$ cat config.mk
export PLATFORM = sky130hd
export DESIGN_NAME = subpel_row_sequencer
export DESIGN_NICKNAME = d
export VERILOG_FILES = /design/src/rtl/subpel_row_sequencer.sv
export SDC_FILE = /design/constraint.sdc
export NUM_CORES = 1
export LEC_CHECK = 0
export ABC_AREA = 1
export CAP_MARGIN = 20
export CORE_MARGIN = 2
export CORE_UTILIZATION = 35
export DETAILED_ROUTE_END_ITERATION = 7
export PLACE_DENSITY = 0.59
export SKIP_LAST_GASP = 1
export SYNTH_ARGS = -nofsm -noshare
export SYNTH_HDL_FRONTEND = slang
export SYNTH_SLANG_ARGS = --single-unit
$ cat constraint.sdc
create_clock -name clk -period 2.75 [get_ports clk]
set_input_delay 0.4125 -clock clk [delete_from_list [all_inputs] [get_ports clk]]
set_output_delay 0.4125 -clock clk [all_outputs]
set_load 0.01 [all_outputs]
$ cat src/rtl/subpel_row_sequencer.sv
// rtl/subpel_row_sequencer.sv - vertical-pass row sequencer for the HEVC sub-pel interpolation datapath
// Optional feature macro: SUBPEL_STALL_EN (adds the dp_stall input that pauses row issue).
module subpel_row_sequencer #(
  parameter int NUM_ROWS = 15,
  parameter int TAPS     = 8,
  parameter int ADDR_W   = 4,
  parameter int DP_LAT   = 1
) (
  input  logic              clk,
  input  logic              rst,
  input  logic              start,
  input  logic [1:0]        frac_y,
`ifdef SUBPEL_STALL_EN
  input  logic              dp_stall,
`endif
  output logic              rd_en,
  output logic [ADDR_W-1:0] rd_addr,
  output logic              dp_load,
  output logic              dp_fire,
  output logic [1:0]        dp_sel,
  output logic              dp_bypass,
  output logic              out_valid,
  output logic [2:0]        out_row,
  output logic              busy,
  output logic              done
);

  // Filtered blocks walk the whole row store; integer (bypass) blocks only
  // need the eight rows centred under the filter, starting one above centre.
  localparam logic [ADDR_W-1:0] FILT_FIRST = '0;
  localparam logic [ADDR_W-1:0] FILT_LAST  = ADDR_W'(NUM_ROWS - 1);
  localparam logic [ADDR_W-1:0] BYP_FIRST  = ADDR_W'(TAPS / 2 - 1);
  localparam logic [ADDR_W-1:0] BYP_LAST   = ADDR_W'(TAPS / 2 + 6);
  // Row index whose load completes the 8-tap window (load number TAPS).
  localparam logic [ADDR_W-1:0] FIRE_FROM  = ADDR_W'(TAPS - 1);

  typedef enum logic [1:0] {
    S_IDLE  = 2'd0,
    S_FETCH = 2'd1,
    S_DRAIN = 2'd2,
    S_DONE  = 2'd3
  } state_t;

  state_t            state_q;
  state_t            state_d;
  logic [ADDR_W-1:0] addr_q;
  logic [ADDR_W-1:0] last_addr;
  logic [1:0]        sel_q;
  logic              byp_q;
  logic              load_q;
  logic              fire_q;
  logic [DP_LAT-1:0] vpipe_q;
  logic [2:0]        row_q;
  logic              issue;
  logic              stall;
  logic              accept;
  logic              last_out;

`ifdef SUBPEL_STALL_EN
  assign stall = dp_stall;
`else
  assign stall = 1'b0;
`endif

  assign accept    = (state_q == S_IDLE) && start;
  assign last_addr = byp_q ? BYP_LAST : FILT_LAST;
  assign last_out  = vpipe_q[DP_LAT-1] && (row_q == 3'd7);

  // State register.
  always_ff @(posedge clk or posedge rst) begin
    if (rst) begin
      state_q <= S_IDLE;
    end else begin
      state_q <= state_d;
    end
  end

  // Next-state logic plus the state-decoded strobes (read issue, busy, done).
  always_comb begin
    state_d = state_q;
    issue   = 1'b0;
    busy    = 1'b0;
    done    = 1'b0;
    case (state_q)
      S_IDLE: begin
        if (start) begin
          state_d = S_FETCH;
        end
      end
      S_FETCH: begin
        busy  = 1'b1;
        issue = !stall;
        if (issue && (addr_q == last_addr)) begin
          state_d = S_DRAIN;
        end
      end
      S_DRAIN: begin
        busy = 1'b1;
        if (last_out) begin
          state_d = S_DONE;
        end
      end
      S_DONE: begin
        done    = 1'b1;
        state_d = S_IDLE;
      end
      default: begin
        state_d = S_IDLE;
      end
    endcase
  end

  // Phase capture: frac_y is latched only when a block is accepted so that
  // the datapath coefficients cannot change underneath a running block.
  always_ff @(posedge clk or posedge rst) begin
    if (rst) begin
      sel_q <= 2'd0;
      byp_q <= 1'b0;
    end else if (accept) begin
      sel_q <= frac_y;
      byp_q <= (frac_y == 2'd0);
    end
  end

  // Issue counter: loaded with the mode's first row on accept, advanced on
  // every issued read, and parked on the last row so it never wraps.
  always_ff @(posedge clk or posedge rst) begin
    if (rst) begin
      addr_q <= '0;
    end else if (accept) begin
      addr_q <= (frac_y == 2'd0) ? BYP_FIRST : FILT_FIRST;
    end else if (issue && (addr_q != last_addr)) begin
      addr_q <= addr_q + 1'b1;
    end
  end

  // Load/fire pipeline: the store answers one cycle after a read, so each
  // issued read becomes a load one cycle later; a fire rides along with the
  // load that completes the window (every load in bypass mode).
  always_ff @(posedge clk or posedge rst) begin
    if (rst) begin
      load_q <= 1'b0;
      fire_q <= 1'b0;
    end else begin
      load_q <= issue;
      fire_q <= issue && (byp_q || (addr_q >= FIRE_FROM));
    end
  end

  // Datapath latency model: out_valid is dp_fire delayed by DP_LAT cycles.
  always_ff @(posedge clk or posedge rst) begin
    if (rst) begin
      vpipe_q <= '0;
    end else begin
      for (int i = DP_LAT - 1; i > 0; i--) begin
        vpipe_q[i] <= vpipe_q[i-1];
      end
      vpipe_q[0] <= fire_q;
    end
  end

  // Output row index: advances after each valid row, wrapping 7 -> 0, so it
  // is back at 0 when the block completes.
  always_ff @(posedge clk or posedge rst) begin
    if (rst) begin
      row_q <= 3'd0;
    end else if (vpipe_q[DP_LAT-1]) begin
      row_q <= row_q + 3'd1;
    end
  end

  assign rd_en     = issue;
  assign rd_addr   = addr_q;
  assign dp_load   = load_q;
  assign dp_fire   = fire_q;
  assign dp_sel    = sel_q;
  assign dp_bypass = byp_q;
  assign out_valid = vpipe_q[DP_LAT-1];
  assign out_row   = row_q;

endmodule

==> out/qor.yml, run 1 <==
route:
  drt_pre_antenna_iters: 4
  drc: 0
  post_drt_via_cell_ratio: 4.51
  vias: 636
  detail-route-antenna-nets: 0
  wl_um: 1570
  first_iter_violations: 10
  wl_per_cell_um: 11.2
critical_path:
  cp.arrival_ps: 1660
  ff2ff_setup_slack_ps: 1350
  reg2reg_depth: 8
  required_ps: 2340
  crit_path_end: "rd_en"
  r2r-end: "rd_addr[0]$_DFFE_PP0P_"
  critPathLaunch: "state_q[1]$_DFFE_PP0P_"
  r2r-start: "state_q[0]$_DFFE_PP0P_"
  worstSetupEndpointType: "output port"
  crit_fanout: 4
  startpoint_type: "flip-flop"
  crit_type: "reg2out"
global_routing:
  first_global_vias: 633
  grt_first_pass_wirelength_um: 2830
  grtUsageTotal: 0.146
  overflow: 0
  antenna_found_initial: 0
  grt_max_degree: 16
clock_tree:
  h-tree-depth: 1
  numCtsBuffers: 3
  clk_pin_slew_ps: 90
  root_buffer: "clkbuf_4"
  postCtsHoldBufs: 0
  post-cts-setup-buffers: 0
  clock_sinks: 15
  clock_latency_ps: 290
  cts_tree: "built"
  ctsLongestPathBuffers: 2
  cts_resized: 0
synthesis:
  syn_inst: 89
  yosysTopAreaCell: "dfrtp_1"
  synth_top_area_share: 0.474
  syn_area_um2: 792
  yosys_warnings: 0
  synth_common_cells: "nand2_1 (26), dfrtp_1 (15), inv_1 (11)"
  ys_types: 18
  syn_area_per_cell_um2: 8.90
  ys_seq_area_frac: 0.474
  synth_nets: 103
  synth-async-reset-ratio: 1.00
  synth-edff-count: 0
  ys.flop_type: "dfrtp_1"
  yosys-top-cells-area: "dfrtp_1 (47%), ha_1 (14%), nand2_1 (12%)"
  synth.most_common_cell: "nand2_1"
  ys_ff_latch: 15
place:
  place_area_um2: 1030
  place_congestion: 0.699
  hpwl_um: 1210
  io_buffers: 20
  placed_cells: 137
  dp_slack_ps: 987
timing:
  slew_headroom: 0.619
  setup_slack_ps: 682
  rsz0062_at_grt: "no"
  skew_ps: 8.86
  fmax_mhz: 483
  setup_violations: 0
  worst_slew_pin_slew_ps: 570
  setup_tns_ps: 0
  period_needed_ps: 2070
  finalCritPeriodShare: 0.752
  hold_viol: 0
  slew_viol_final: 0
floorplan:
  core_area_um2: 2170
  die_area_um2: 2660
  rows: 17
  initial_core_util: 0.365
  die_x_um: 51.6
  io_pins: 21
  die_h_um: 51.6
final_layout:
  drive_gt1_frac: 0.0796
  stdcell_count: 141
  nNetsFinal: 128
  syn_to_final_growth_pct: 33.0
  antenna_cells: 0
  final_area_um2: 1050
  finalCoreUtilization: 0.486
power:
  cellPowerDensity_nw_per_um2: 1140
  max-vdd-ir-drop_mv: 0.627
  p_leak_uw: 0.000525
outcome:
  status: "finished, final reports clean"
job:
  maxCapViolCount: 0
worst_hold_path:
  hold_path_class: "reg2reg"
==> cell type report <==
| cell class | instances | area [µm²] |
|---|---|---|
| multi-input combinational | 62 | 372 |
| fill | 224 | 1120 |
| timing repair buffer | 20 | 200 |
| inverter | 12 | 45.0 |
| sequential | 15 | 375 |
| clock buffer | 4 | 26.3 |
| tap | 28 | 35.0 |
==> kinds of logic after synthesis <==
family                     count (synthesis)  synth area share
AOI/OAI and AO/OA                         10            0.0664
DFF                                       15             0.474
xor gates and xnor gates                   1            0.0111
adders and majority gates                  9             0.142
buffers and inverters                     12            0.0569
and+or+nand+nor                           42             0.250
==> cells in the final DEF, fill, tap and decap left out, drive strengths merged <==
master	synthesis	final
clkdlybuf4s50	0	20
nand3	4	4
ha	9	9
a21boi	1	1
inv	12	12
clkbuf	0	4
xor2	1	1
nand2	29	29
nand4	3	3
dfrtp	15	15
nor2	4	4
a21oi	2	2
or2	2	2
o21ai	7	7
==> critical path, stage by stage (launching register included) <==
cell and delay (ps):
dfrtp_1 420, inv_1 120, ha_1 270, clkdlybuf4s50_1 570
==> metal layers <==
layer | global-route usage | vias to the layer above | share of wire
met2 | 0.235 | 19 | 0.46
met5 | 0 | - | 0
met3 | 0.0316 | 4 | 0.058
li1 | - | 329 | -
met4 | 0.0789 | 0 | 0.022
met1 | 0.181 | 284 | 0.46
==> per-stage QoR <==
step                total power [µW]  hold WS [ps]
finish                          1200           380
global route                    1320           400
CTS                             1210           384
detailed placement              1080           362
global placement                1060           362
floorplan                        777           314
==> how the worst min path moves through the flow <==
stage / startpoint / endpoint / slack (ps) / cells after the start
finish: dp_fire$_DFF_PP0_ / out_valid$_DFF_PP0_ / 380 / 0
global route: dp_fire$_DFF_PP0_ / out_valid$_DFF_PP0_ / 400 / 0
CTS: dp_fire$_DFF_PP0_ / out_valid$_DFF_PP0_ / 380 / 0
detailed placement: dp_fire$_DFF_PP0_ / out_valid$_DFF_PP0_ / 360 / 0
global placement: dp_fire$_DFF_PP0_ / out_valid$_DFF_PP0_ / 360 / 0
floorplan: rst / dp_bypass$_DFFE_PP0P_ / 310 / 1
==> power by group <==
part	leakage (µW)	internal, µW	switching, µW	total (µW)
clock	0.0000150	56.4	72.7	129
sequential	0.000190	320	93.4	414
combinational	0.000320	331	323	653
total	0.000525	707	489	1200
==> sequential cells by signal, indices dropped and copies added (netlist names) <==
name and flops:
out_row 3, rd_addr 4, dp_load 1, out_valid 1
dp_bypass 1, dp_fire 1, dp_sel 2, state_q 2
No activity file was read; power rests on OpenSTA's default activity.
==> run 2, diff against run 1 <==
clock period = 2.1 ns   (was 2.75 ns; I/O delays follow)
==> out/qor.yml, run 2 (same netlist as run 1, synthesis figures left out) <==
critical_path:
  required_ps: 1780
  cp.arrival_ps: 1660
  crit_fanout: 4
  crit_type: "reg2out"
  startpoint_type: "flip-flop"
  worstSetupEndpointType: "output port"
timing:
  fmax_mhz: 508
  setup_violations: 0
  slew_headroom: 0.628
  holdWs_ps: 362
  skew_ps: 8.20
  worst_slew_pin_slew_ps: 558
  finalCritPeriodShare: 0.938
  hold_viol: 0
  setup_tns_ps: 0
  period_needed_ps: 1970
  slew_viol_final: 0
  rsz0062_at_grt: "no"
route:
  post_drt_via_cell_ratio: 4.48
  first_iter_violations: 2
  wl_um: 1550
  detail-route-antenna-nets: 0
  drt_pre_antenna_iters: 4
  wl_per_cell_um: 11.0
  vias: 632
  drc: 0
global_routing:
  grtUsageTotal: 0.140
  grt_max_degree: 16
  overflow: 0
  antenna_found_initial: 0
  grt_first_pass_wirelength_um: 2750
  first_global_vias: 638
final_layout:
  layout_common_cells: "nand2_1 (26), clkdlybuf4s50_1 (20), dfrtp_1 (15), inv_1 (11), ha_1 (9)"
  stdcell_count: 141
  largest_reg_flops: 4
  antenna_cells: 0
  final_common_cell: "nand2_1"
  syn_to_final_growth_pct: 33.0
  drive_gt1_frac: 0.0796
  nFillCells: 215
  nNetsFinal: 128
floorplan:
  die_h_um: 51.6
  initial_core_util: 0.365
  rows: 17
  io_pins: 21
  die_area_um2: 2660
  core_area_um2: 2170
  die_x_um: 51.6
place:
  hpwl_um: 1220
  placed_cells: 137
  place_congestion: 0.698
  io_buffers: 20
clock_tree:
  cts_tree: "built"
  h-tree-depth: 1
  post-cts-setup-buffers: 0
  clock_sinks: 15
  cts_resized: 0
  numCtsBuffers: 3
  root_buffer: "clkbuf_4"
  clock_latency_ps: 290
  ctsLongestPathBuffers: 2
  clk_pin_slew_ps: 90
  postCtsHoldBufs: 0
worst_hold_path:
  hold_path_class: "in2async"
power:
  p_leak_uw: 0.000525
  cellPowerDensity_nw_per_um2: 1480
  max-vdd-ir-drop_mv: 0.710
job:
  maxCapViolCount: 0
outcome:
  status: "finished, final reports clean"
[run 2: cell counts in the layout (fill, tap and decap cells not counted)]
No cell type changed its count.
[run 2: critical path: stages (launching register included)]
cell and delay [ps]:
dfrtp_1 410, inv_1 120, ha_1 270, clkdlybuf4s50_1 570
[run 2: routing by layer]
layer / share of wire / track usage
met4: 0.021 / 0.0658
met5: 0 / 0
met2: 0.46 / 0.237
met1: 0.46 / 0.169
met3: 0.057 / 0.0316
[run 2: final cells by class]
class	instances	area, µm²	share of cell area
clock buffer	4	26.3	0.0249
sequential	15	375	0.356
tap	28	35.0	0.0333
timing repair buffer	20	200	0.190
inverter	12	45.0	0.0428
multi-input combinational	62	372	0.353
[run 2: power by group]
group,internal (µW),switching (µW),total [µW]
registers,419,125,544
logic,432,416,848
clock network,73.9,94.1,168
[run 2: worst paths after layout]
kind                                         from                endpoint  slack (ps)  cells past startpoint
min reg2reg                     dp_fire$_DFF_PP0_     out_valid$_DFF_PP0_         380                      0
max in group asynchronous                     rst  rd_addr[1]$_DFFE_PP0P_        1360                      2
min in group clk                dp_fire$_DFF_PP0_     out_valid$_DFF_PP0_         380                      0
max reg2reg                state_q[0]$_DFFE_PP0P_  rd_addr[1]$_DFFE_PP0P_         730                      8
min                                           rst  rd_addr[3]$_DFFE_PP0P_         360                      2
max                        state_q[1]$_DFFE_PP0P_                   rd_en         130                      3
[run 2: metrics by stage]
step	utilization	cell area (µm²)	setup slack (ps)	total power [µW]
final	0.486	1050	130	1560
after global routing	0.486	1050	50.0	1730
after CTS	0.486	1050	108	1590
after detailed placement	0.473	1030	428	1410
after global placement	0.473	1030	466	1390
after floorplan	-	792	869	1020
